File: config.mk
export PLATFORM = sky130hd
export DESIGN_NAME = pipe_stage_chain
export DESIGN_NICKNAME = d
export VERILOG_FILES = /design/src/rtl/pipe_stage_chain.sv
export SDC_FILE = /design/constraint.sdc
export NUM_CORES = 1
export LEC_CHECK = 0
export ABC_AREA = 1
export CELL_PAD_IN_SITES_DETAIL_PLACEMENT = 1
export CELL_PAD_IN_SITES_GLOBAL_PLACEMENT = 2
export CORE_MARGIN = 2
export CORE_UTILIZATION = 21
export DETAILED_ROUTE_END_ITERATION = 16
export GPL_ROUTABILITY_DRIVEN = 0
export PLACE_DENSITY_LB_ADDON = 0.1
export SETUP_SLACK_MARGIN = 0.5
export SYNTH_ARGS = -nofsm -noshare
export SYNTH_HDL_FRONTEND = slang
export SYNTH_SLANG_ARGS = --single-unit
File: constraint.sdc
create_clock -name clk -period 1.1 [get_ports clk]
set_input_delay 0.33 -clock clk [delete_from_list [all_inputs] [get_ports clk]]
set_output_delay 0.33 -clock clk [all_outputs]
set_load 0.01 [all_outputs]
File: src/rtl/pipe_stage_chain.sv
// pipe_stage_chain: parametrised pipeline-boundary register chain.
// Each stage carries {valid, control, payload, destination register}.
// Supports stall (hold), flush (kill all in-flight entries) and a
// registered occupancy count. Control is forced to zero on bubbles.
//
// Build option: define PIPE_BUBBLE_COLLAPSE_EN to let entries upstream of
// a bubble keep advancing while the output stage is stalled.
module pipe_stage_chain #(
  parameter int DEPTH  = 1,
  parameter int CTRL_W = 2,
  parameter int DATA_W = 64,
  parameter int ADDR_W = 5,
  localparam int CNT_W = $clog2(DEPTH + 1)
) (
  input  logic              clk,
  input  logic              reset,
  input  logic              in_valid,
  input  logic [CTRL_W-1:0] ctrl_in,
  input  logic [DATA_W-1:0] data_in,
  input  logic [ADDR_W-1:0] rd_in,
  input  logic              stall,
  input  logic              flush,
  output logic              in_ready,
  output logic              out_valid,
  output logic [CTRL_W-1:0] ctrl_out,
  output logic [DATA_W-1:0] data_out,
  output logic [ADDR_W-1:0] rd_out,
  output logic [CNT_W-1:0]  occupancy
);

  // Stage registers
  logic [DEPTH-1:0]  v_r;
  logic [CTRL_W-1:0] ctrl_r [DEPTH];
  logic [DATA_W-1:0] data_r [DEPTH];
  logic [ADDR_W-1:0] rd_r   [DEPTH];
  logic [CNT_W-1:0]  occ_r;

  // Upstream source seen by each stage (stage 0 sees the chain inputs)
  logic [DEPTH-1:0]  prev_v_s;
  logic [CTRL_W-1:0] prev_ctrl_s [DEPTH];
  logic [DATA_W-1:0] prev_data_s [DEPTH];
  logic [ADDR_W-1:0] prev_rd_s   [DEPTH];

  // Next-state values
  logic [DEPTH-1:0]  v_nxt_s;
  logic [CTRL_W-1:0] ctrl_nxt_s [DEPTH];
  logic [DATA_W-1:0] data_nxt_s [DEPTH];
  logic [ADDR_W-1:0] rd_nxt_s   [DEPTH];
  logic [CNT_W-1:0]  occ_nxt_s;

  // Per-stage advance enables and occupancy deltas
  logic [DEPTH-1:0]  adv_s;
  logic              inc_s;
  logic              dec_s;

  // Route each stage's upstream neighbour (or the chain inputs) to its load path
  always_comb begin
    prev_v_s       = {DEPTH{1'b0}};
    prev_v_s[0]    = in_valid;
    prev_ctrl_s[0] = ctrl_in;
    prev_data_s[0] = data_in;
    prev_rd_s[0]   = rd_in;
    for (int i = 1; i < DEPTH; i++) begin
      prev_v_s[i]    = v_r[i-1];
      prev_ctrl_s[i] = ctrl_r[i-1];
      prev_data_s[i] = data_r[i-1];
      prev_rd_s[i]   = rd_r[i-1];
    end
  end

`ifdef PIPE_BUBBLE_COLLAPSE_EN
  // Advance enables: a stage may load when it is empty or its own entry moves on,
  // so the set of advancing stages is always a contiguous run starting at stage 0
  always_comb begin : adv_collapse
    logic carry;
    carry = ~v_r[DEPTH-1] | ~stall;
    adv_s = {DEPTH{1'b0}};
    adv_s[DEPTH-1] = carry;
    for (int i = DEPTH - 2; i >= 0; i--) begin
      carry    = ~v_r[i] | carry;
      adv_s[i] = carry;
    end
  end
`else
  // Advance enables: a stall freezes the entire chain
  always_comb begin
    adv_s = {DEPTH{~stall}};
  end
`endif

  // Next-state per stage: flush kills valid/control, payload and rd still follow advance
  always_comb begin
    v_nxt_s = v_r;
    for (int i = 0; i < DEPTH; i++) begin
      ctrl_nxt_s[i] = ctrl_r[i];
      data_nxt_s[i] = data_r[i];
      rd_nxt_s[i]   = rd_r[i];
      if (flush) begin
        v_nxt_s[i]    = 1'b0;
        ctrl_nxt_s[i] = {CTRL_W{1'b0}};
      end else if (adv_s[i]) begin
        v_nxt_s[i]    = prev_v_s[i];
        ctrl_nxt_s[i] = prev_ctrl_s[i];
      end else begin
        v_nxt_s[i]    = v_r[i];
        ctrl_nxt_s[i] = ctrl_r[i];
      end
      if (adv_s[i]) begin
        data_nxt_s[i] = prev_data_s[i];
        rd_nxt_s[i]   = prev_rd_s[i];
      end else begin
        data_nxt_s[i] = data_r[i];
        rd_nxt_s[i]   = rd_r[i];
      end
    end
  end

  // Occupancy update: +1 on a real capture, -1 when a real entry leaves the last stage
  always_comb begin
    inc_s = in_valid & adv_s[0];
    dec_s = v_r[DEPTH-1] & adv_s[DEPTH-1] & ~stall;
    if (flush) begin
      occ_nxt_s = {CNT_W{1'b0}};
    end else begin
      occ_nxt_s = occ_r + CNT_W'(inc_s) - CNT_W'(dec_s);
    end
  end

  // Stage and occupancy registers with asynchronous active-low clear
  always_ff @(posedge clk or negedge reset) begin
    if (!reset) begin
      v_r   <= {DEPTH{1'b0}};
      occ_r <= {CNT_W{1'b0}};
      for (int i = 0; i < DEPTH; i++) begin
        ctrl_r[i] <= {CTRL_W{1'b0}};
        data_r[i] <= {DATA_W{1'b0}};
        rd_r[i]   <= {ADDR_W{1'b0}};
      end
    end else begin
      v_r   <= v_nxt_s;
      occ_r <= occ_nxt_s;
      for (int i = 0; i < DEPTH; i++) begin
        ctrl_r[i] <= ctrl_nxt_s[i];
        data_r[i] <= data_nxt_s[i];
        rd_r[i]   <= rd_nxt_s[i];
      end
    end
  end

  // Outputs come straight from the last stage; control is gated so a bubble never writes back
  assign in_ready  = reset & adv_s[0];
  assign out_valid = v_r[DEPTH-1];
  assign ctrl_out  = ctrl_r[DEPTH-1] & {CTRL_W{v_r[DEPTH-1]}};
  assign data_out  = data_r[DEPTH-1];
  assign rd_out    = rd_r[DEPTH-1];
  assign occupancy = occ_r;

endmodule

==> impl_metrics.json <==
{
  "status": "complete, but fails checks",
  "violations": "negative setup slack",
  "cts_inserted_buffers": 9,
  "required_ps": 770,
  "num_antenna_cells": 0,
  "die-area_sq_um": 14400,
  "clock_latency_ps": 340,
  "vias": 3289,
  "clkTransAtPathRegs_ps": 60,
  "synth.avg_cell_area_sq_um": 8.79,
  "htree_num_levels": 3,
  "setup_tns_ps": -6780,
  "dp_hpwl_um": 6840,
  "drv_cap": 0,
  "area_growth_syn_to_layout_pct": 158,
  "grt-ovfl-total": 0,
  "placed_area_sq_um": 5170,
  "ios": 150,
  "yosysSeqAreaShare_pct": 64.5,
  "fp.dieW_um": 120,
  "cts_hold_buffers": 0,
  "vdd_ir_drop_max_mv": 0.628,
  "rsz0062_at_grt": "yes",
  "grt_pass1_wl_um": 19100,
  "grt_pass1_vias": 3530,
  "maxSlewHeadroom_pct": 68.5,
  "drive_gt1_share_pct": 66.9,
  "gr-max-usage-layer": "met2",
  "grt_max_degree": 40,
  "min_period_ps": 1340,
  "yosys_warnings": 0,
  "wl_um": 12800,
  "layout.nets": 701,
  "setup_slack_ps": -243,
  "clock.fmax_ghz": 0.745,
  "met1_usage_pct": 20.7,
  "cts_max_path_buffers": 2,
  "die_h_um": 120,
  "vias_per_cell": 4.09,
  "met2_usage_pct": 30.8,
  "startpoint_type": "flop",
  "rr_startpoint": "out_valid",
  "utilization_pct": 55.4,
  "mostFrequentLayoutCells": "nand2_2, buf_4, dfrtp_1, clkdlybuf4s50_1, nand2_4",
  "hold_class": "in2async",
  "avgRoutedWirePerCell_um": 15.9,
  "use_met3_pct": 3.71,
  "setup-violations-final": 73,
  "critPathKind": "reg2out",
  "portBuffers": 149,
  "cts_sinks": 73,
  "synth.distinct_cells": 11,
  "critPathCaptureType": "output pin",
  "first_pass_iters": 3,
  "crit_start": "out_valid",
  "hold_violations": 0,
  "core_sq_um": 13200,
  "stdcell_area_sq_um": 7300,
  "drv_slew": 0,
  "start_util_pct": 21.5,
  "syn_area_sq_um": 2830,
  "fin_worst_skew_ps": 0.546,
  "cp_max_fo": 4,
  "period_share_pct": 122,
  "antenna_found_initial": 0,
  "tightest_slew_ps": 473,
  "ant_nets": 0,
  "mostFrequentLayoutCell": "nand2_2",
  "leakagePower_nw": 3.82,
  "cts_tree": "yes",
  "root_buffer": "clkbuf_16",
  "synth_cells": 322,
  "drc": 0,
  "worstPathArrival_ps": 1010,
  "grt_usage_pct": 17.5,
  "detail_route.iter0.violations": 53,
  "p_per_area_nw_per_um2": 1160,
  "ys_ff_latch": 73,
  "synth.net_count": 398,
  "placementRows": 42
}
## routing by layer
| metal | vias to the layer above | share of wire [%] |
|---|---|---|
| met5 | - | 0 |
| met4 | 0 | 1.8 |
| met3 | 15 | 5.0 |
| met2 | 87 | 55 |
| met1 | 1610 | 38 |
| li1 | 1577 | - |
## report_power, final
group | leakage [nW] | switching (mW) | internal, mW | total, mW
registers | 0.891 | 0.157 | 2.92 | 3.08
logic | 2.80 | 1.05 | 1.57 | 2.62
clock network | 0.130 | 1.11 | 1.64 | 2.75
total | 3.82 | 2.31 | 6.14 | 8.45
## what timing repair did
| item | in CTS | in global routing |
|---|---|---|
| resized for setup | 447 | 121 |
| cloned | 22 | 1 |
| setup endpoints to repair | 186 | 147 |
| buffers inserted | 33 | 36 |
| pin swaps | 63 | 56 |
## cells by family (layout without fill, tap and decap cells)
logic type,count (synthesis),after routing,synth area share (%)
buffers and inverters,22,329,5.08
DFF,73,73,64.5
AOI/OAI and AO/OA,4,4,0.707
and+or+nand+nor,223,223,29.7
## final cells by class
class                      count  area [sq um]
multi-input combinational    227          1590
clock buffer                  15           268
sequential                    73          1830
timing repair buffer         305          3310
tap                          176           220
fill                        1406          5890
inverter                       7          55.1
timing repair inverter         2          36.3
## stage by stage
step / hold slack (ps) / instances / power (mW) / setup slack [ps]
after floorplan: 34.4 / 322 / 3.64 / 222
after detailed placement: 473 / 698 / 4.83 / -356
after CTS: 123 / 768 / 8.10 / -246
after global placement: 464 / 698 / 4.80 / -363
final: 118 / 805 / 8.45 / -243
after global routing: 144 / 805 / 8.88 / -293
## cell usage after synthesis
library cell	instances	share of area, %
inv_1	6	0.80
inv_2	1	0.13
o21ai_0	3	0.53
nand2_1	213	28
dfrtp_1	73	65
a21oi_1	1	0.18
buf_2	7	1.2
nand4_1	1	0.22
buf_4	2	0.53
nor2_1	9	1.2
buf_6	6	2.4
## state kept, by name, summed over array words and instances (netlist names)
signal,cells
rd_out,5
out_valid,1
ctrl_r,2
occupancy,1
data_out,64
## worst paths after layout
check | depth (start not counted) | slack (ps) | end
max | 3 | -240 | ctrl_out[1]
min | 3 | 120 | data_out[57]
max reg2reg | 6 | 0 | occupancy
min reg2reg | 2 | 480 | data_out[43]
max in group asynchronous | 3 | 590 | data_out[24]
min in group clk | 3 | 380 | ctrl_r[1]
## worst max-delay path: stages, from the launching register on
cell     delay (ps)
dfrtp_2         430
nand2_1          70
inv_1            50
buf_2           140
Power figures use the tool's default switching activity.
